`src/rtl/vending_machine_core.sv`:
```
// Coin-operated vending controller: quarter/dollar credit with a cap, three
// priced items, refund, and one-cycle dispense/change/message pulses.
module vending_machine_core #(
  parameter int PRICE_1 = 2,
  parameter int PRICE_2 = 6,
  parameter int PRICE_3 = 10,
  parameter int MAX_AMT = 16
) (
  input  logic       i_clk,
  input  logic       i_rst_n,
  input  logic       i_quarter,
  input  logic       i_dollar,
  input  logic [3:0] i_buttons,
  output logic [3:0] o_item,
  output logic [4:0] o_amt,
  output logic [4:0] o_change,
  output logic       o_msg_en
);

  typedef enum logic [1:0] {IDLE, VEND, REFUND, DENY} state_t;

  localparam logic [4:0] P1  = 5'(PRICE_1);
  localparam logic [4:0] P2  = 5'(PRICE_2);
  localparam logic [4:0] P3  = 5'(PRICE_3);
  localparam logic [4:0] MAX = 5'(MAX_AMT);

  state_t     state, state_nx;
  logic       q_r, d_r;
  logic [3:0] btn_r;
  logic [4:0] credit, credit_nx, change_nx, price;
  logic [3:0] item_nx;
  logic       msg_nx;
  logic       q_ev, d_ev;
  logic [3:0] btn_ev;

  assign q_ev   = i_quarter & ~q_r;
  assign d_ev   = i_dollar & ~d_r;
  assign btn_ev = i_buttons & ~btn_r;

  always_comb begin
    state_nx  = IDLE;
    credit_nx = credit;
    change_nx = 5'd0;
    item_nx   = 4'd0;
    msg_nx    = 1'b0;
    price     = P3;
    // Buttons only act from IDLE and only when no coin arrives alongside.
    if (state == IDLE && !q_ev && !d_ev && $onehot(btn_ev)) begin
      if (btn_ev[0]) begin
        state_nx  = REFUND;
        change_nx = credit;
        credit_nx = 5'd0;
      end else begin
        if (btn_ev[1])      price = P1;
        else if (btn_ev[2]) price = P2;
        if (credit >= price) begin
          state_nx  = VEND;
          item_nx   = btn_ev;
          change_nx = credit - price;
          credit_nx = 5'd0;
        end else begin
          state_nx = DENY;
          msg_nx   = 1'b1;
        end
      end
    end
    // Cap test written as credit <= MAX-value so the 5-bit sum never wraps.
    if (q_ev) begin
      if (credit_nx <= MAX - 5'd1) credit_nx = credit_nx + 5'd1;
      else begin
        change_nx = change_nx + 5'd1;
        msg_nx    = 1'b1;
      end
    end
    if (d_ev) begin
      if (credit_nx <= MAX - 5'd4) credit_nx = credit_nx + 5'd4;
      else begin
        change_nx = change_nx + 5'd4;
        msg_nx    = 1'b1;
      end
    end
  end

  always_ff @(posedge i_clk) begin
    if (!i_rst_n) begin
      state    <= IDLE;
      credit   <= 5'd0;
      q_r      <= 1'b0;
      d_r      <= 1'b0;
      btn_r    <= 4'd0;
      o_item   <= 4'd0;
      o_change <= 5'd0;
      o_msg_en <= 1'b0;
    end else begin
      state    <= state_nx;
      credit   <= credit_nx;
      q_r      <= i_quarter;
      d_r      <= i_dollar;
      btn_r    <= i_buttons;
      o_item   <= item_nx;
      o_change <= change_nx;
      o_msg_en <= msg_nx;
    end
  end

  assign o_amt = credit;

endmodule

```
`config.mk`:
```
export PLATFORM = sky130hd
export DESIGN_NAME = vending_machine_core
export DESIGN_NICKNAME = d
export VERILOG_FILES = /design/src/rtl/vending_machine_core.sv
export SDC_FILE = /design/constraint.sdc
export NUM_CORES = 1
export LEC_CHECK = 0
export ABC_CLOCK_PERIOD_IN_PS = 11900
export BUFFER_PORTS_ARGS = -buffer_cell sky130_fd_sc_hd__buf_2
export CORE_MARGIN = 8
export CORE_UTILIZATION = 50
export DETAILED_ROUTE_END_ITERATION = 6
export PLACE_DENSITY = 0.69
export REMOVE_ABC_BUFFERS = 1
export SETUP_SLACK_MARGIN = 0.15
export SYNTH_ARGS = -nofsm -noshare
export SYNTH_HDL_FRONTEND = slang
export SYNTH_SLANG_ARGS = --single-unit
```
`constraint.sdc`:
```
create_clock -name i_clk -period 11.9 [get_ports i_clk]
set_input_delay 1.19 -clock i_clk [delete_from_list [all_inputs] [get_ports i_clk]]
set_output_delay 1.19 -clock i_clk [all_outputs]
set_load 0.005 [all_outputs]
```
==> metrics <==
number of synthesized flops with an enable pin 0; Initial Utilization 0.523; crit path kind in -> reg; maximum fanout encountered on the critical timing path 8; maximum resistive drop on vdd 0.0700 mV; # IOs 23; post-synthesis share of cell area spent on and, or, nand and nor gates 0.270; P per Cell Area 113 nW/µm²; CP Data Required Time 12.16 ns; final setup TNS 0 ns; number of instances in the synthesized netlist 146; antenna fix cells 0; Post-CTS Hold Fix Bufs 0; unrepaired setup endpoints after global routing false; fraction of layout instances using a drive strength above 1 0.186; portion of netlist area occupied by mux cells 0.0154; number of gates resized after cts 0; via/cell ratio 5.65; count of clock tree sinks 22; area of the core 2480 µm²; post-detail-place hpwl 2270 µm; number of pins with negative max-slew slack in the final report 0; number of detailed-route iterations in the first pass 4; nature of the critical path startpoint input port; endpoints failing hold 0; insertion delay of the later-clocked pin in the worst-skew pair 0.31 ns; status completed; final hold slack 0.569 ns; global-route wire length before repair 4920 µm; Int Power 0.113 mW; commonest register cell after synthesis sky130_fd_sc_hd__dfxtp_1; Final Routed Wirelength 2840 µm; final worst path period share 0.464; clock group share of total power 0.253; number of antenna violations at the first check in global routing 0; proportion of power drawn by combinational gates 0.255; fraction of synthesized cell area in xor and xnor cells 0.0521; cell at the root of the clock tree sky130_fd_sc_hd__clkbuf_4; max_slew headroom 0.628; Critical Path Max Stage Delay 0.55 ns; worst clock skew 0.0101 ns; async set-or-reset flop fraction in the synthesized netlist 0; final antenna-violating net count 0; remaining design rule violation count 0; number of warnings issued by yosys 0; relative contribution of sequential cells to total power 0.492; min-delay worst type reg -> reg; library cell contributing the largest single delay on the critical path sky130_fd_sc_hd__fa_1; Post-Syn Area per Cell 8.88 µm²; clock tree from TritonCTS built; maximum number of pins on one net before global-route repair 14; #FFs+latches synth 22; Starting DRT DRC Count 29; height of the die 66.9 µm; Setup WS pre-CTS 6.09 ns; max cap viols 0; Inserted Clock Buffers 3; post-placement cell count 193; total of endpoints with negative setup slack in the final report 0; switching power summed over all nets 0.0503 mW; Compound-Gate Fraction of Synth Area 0.180; slew at the pin with the worst max-slew slack 0.556 ns; GRT Resource Usage Total 0.139; number of buffers inserted to repair setup after CTS 0; via count of the first global-routing pass 1118; IO buf count 21; via total after detailed routing 1114; share of synthesized cell area in full adder, half adder and majority cells 0.0985; CP dominant cell by count sky130_fd_sc_hd__ha_1; Final Critical Period 5.53 ns; Worst-path clk slew 0.13 ns; CTS H-tree depth 1; cells traversed along the worst timing path buf_2 -> nor2b_1 -> inv_1 -> fa_1 -> nor2_1 -> ha_1 -> or4_1 -> nor3_4 -> nand3_1 -> and2_1 -> ha_1 -> and2_1 -> xnor2_1 -> ha_1 -> o21ai_1 -> a311oi_2 -> xor3_1 -> nor2_1; capturing element type of the critical path flop; LEAKAGE 0.653 nW; Post-Layout Cell Count 197; switch share 0.308; Util after Layout 0.584; maximum number of buffers from clock root to sink 2; Area growth, synth to finish 11.7%; smallest setup slack after layout 6.37 ns; WP data arrival 5.79 ns; standard-cell rows 18; drt wl/cell 14.4 µm; die outline area 4480 µm²; final weighted congestion in routability-driven placement 0.907; sequential cell area fraction in the yosys report 0.340; Overflow after GRT 0; fill cell instance count of the final layout 240; nets@finish 185; Unique masters post-synth 45; highest clock frequency the design can meet 181 MHz; Cell Area, Synth 1300 µm²; dominant combinational cell family by area after synthesis simple AND/OR/NAND/NOR gates; die span in x 66.9 µm
-- layout by cell type, fill, tap and decap left out, types with 6 or more instances in the layout --
| cell type | synthesis | final |
|---|---|---|
| sky130_fd_sc_hd__a21oi_1 | 6 | 6 |
| sky130_fd_sc_hd__and2_1 | 9 | 9 |
| sky130_fd_sc_hd__buf_2 | 1 | 21 |
| sky130_fd_sc_hd__dfxtp_1 | 22 | 22 |
| sky130_fd_sc_hd__ha_1 | 7 | 7 |
| sky130_fd_sc_hd__inv_1 | 7 | 7 |
| sky130_fd_sc_hd__nand2_1 | 8 | 8 |
| sky130_fd_sc_hd__nand2b_1 | 8 | 8 |
| sky130_fd_sc_hd__nand3_1 | 8 | 8 |
| sky130_fd_sc_hd__nor2_1 | 17 | 17 |
-- final timing paths --
| path | end | slack, ns | start | cells past startpoint |
|---|---|---|---|---|
| worst min-delay path | o_item[3]$_SDFF_PP0_ | 0.57 | btn_r[3]$_SDFF_PN0_ | 2 |
| worst min register to register | o_item[3]$_SDFF_PP0_ | 0.57 | btn_r[3]$_SDFF_PN0_ | 2 |
| worst max register to register | o_amt[2]$_SDFF_PN0_ | 7.05 | btn_r[0]$_SDFF_PN0_ | 17 |
| worst max-delay path | o_amt[2]$_SDFF_PN0_ | 6.37 | i_buttons[0] | 18 |
-- sequential cells by signal, indices dropped and copies added, names as in the netlist --
register / count
state: 2
o_amt: 5
d_r: 1
o_item: 3
o_change: 5
q_r: 1
o_msg_en: 1
btn_r: 4
-- layer usage --
metal | vias up | global-route usage | share of wire | wire, µm
li1 | 559 | - | - | -
met1 | 516 | 0.157 | 0.43 | 1230
met2 | 31 | 0.231 | 0.49 | 1380
met3 | 8 | 0.0369 | 0.060 | 169
met4 | 0 | 0.0783 | 0.020 | 56
met5 | - | 0 | 0 | 0
-- worst max-delay path: cells and delay by family --
family	cells	cell delay, ns
and+or+nand+nor	8	2.16
adders and majority gates	4	1.24
AOI/OAI and AO/OA	2	0.50
xor gates and xnor gates	2	0.44
buffers and inverters	2	0.24
-- cell usage after synthesis, types with 3 or more instances --
master | n | area, µm²
sky130_fd_sc_hd__dfxtp_1 | 22 | 440
sky130_fd_sc_hd__o21ai_0 | 4 | 20.0
sky130_fd_sc_hd__nor2b_1 | 4 | 25.0
sky130_fd_sc_hd__nand3_1 | 8 | 40.0
sky130_fd_sc_hd__inv_1 | 7 | 26.3
sky130_fd_sc_hd__nand2b_1 | 8 | 50.1
sky130_fd_sc_hd__a21oi_1 | 6 | 30.0
sky130_fd_sc_hd__o21a_1 | 3 | 22.5
sky130_fd_sc_hd__nand2_1 | 8 | 30.0
sky130_fd_sc_hd__xnor2_1 | 4 | 35.0
sky130_fd_sc_hd__and2_1 | 9 | 56.3
sky130_fd_sc_hd__ha_1 | 7 | 87.6
sky130_fd_sc_hd__nor2_1 | 17 | 63.8
sky130_fd_sc_hd__a31oi_1 | 3 | 18.8
-- through the flow --
step	instance area [µm²]	power, mW
floorplan	1270	0.112
global placement	1410	0.123
detailed placement	1410	0.123
CTS	1450	0.165
global route	1450	0.174
finish	1450	0.163
-- layout make-up --
cell class	instances	area (µm²)	area share
Timing Repair Buffer	21	105	0.0726
Multi-Input combinational cell	113	802	0.554
Clock buffer	4	36.3	0.0251
Sequential cell	22	440	0.304
Inverter	7	26.3	0.0182
Tap cell	30	37.5	0.0259
-- power by group through the flow --
stage          Clock (mW)  Sequential [mW]  Combinational [mW]
5_1_grt            0.0463           0.0811              0.0471
6_report           0.0413           0.0804              0.0417
2_1_floorplan           0           0.0813              0.0309
4_1_cts            0.0431           0.0803              0.0418
3_3_place_gp            0           0.0819              0.0409
3_5_place_dp            0           0.0819              0.0416
-- cells by family after synthesis --
| logic type | Yosys count |
|---|---|
| mux | 2 |
| fa+ha+maj | 9 |
| flops | 22 |
| buf+inv | 11 |
| compound gates | 31 |
| other cells | 1 |
| xor+xnor | 6 |
| simple gates | 64 |
(Power assumes the default switching activity.)
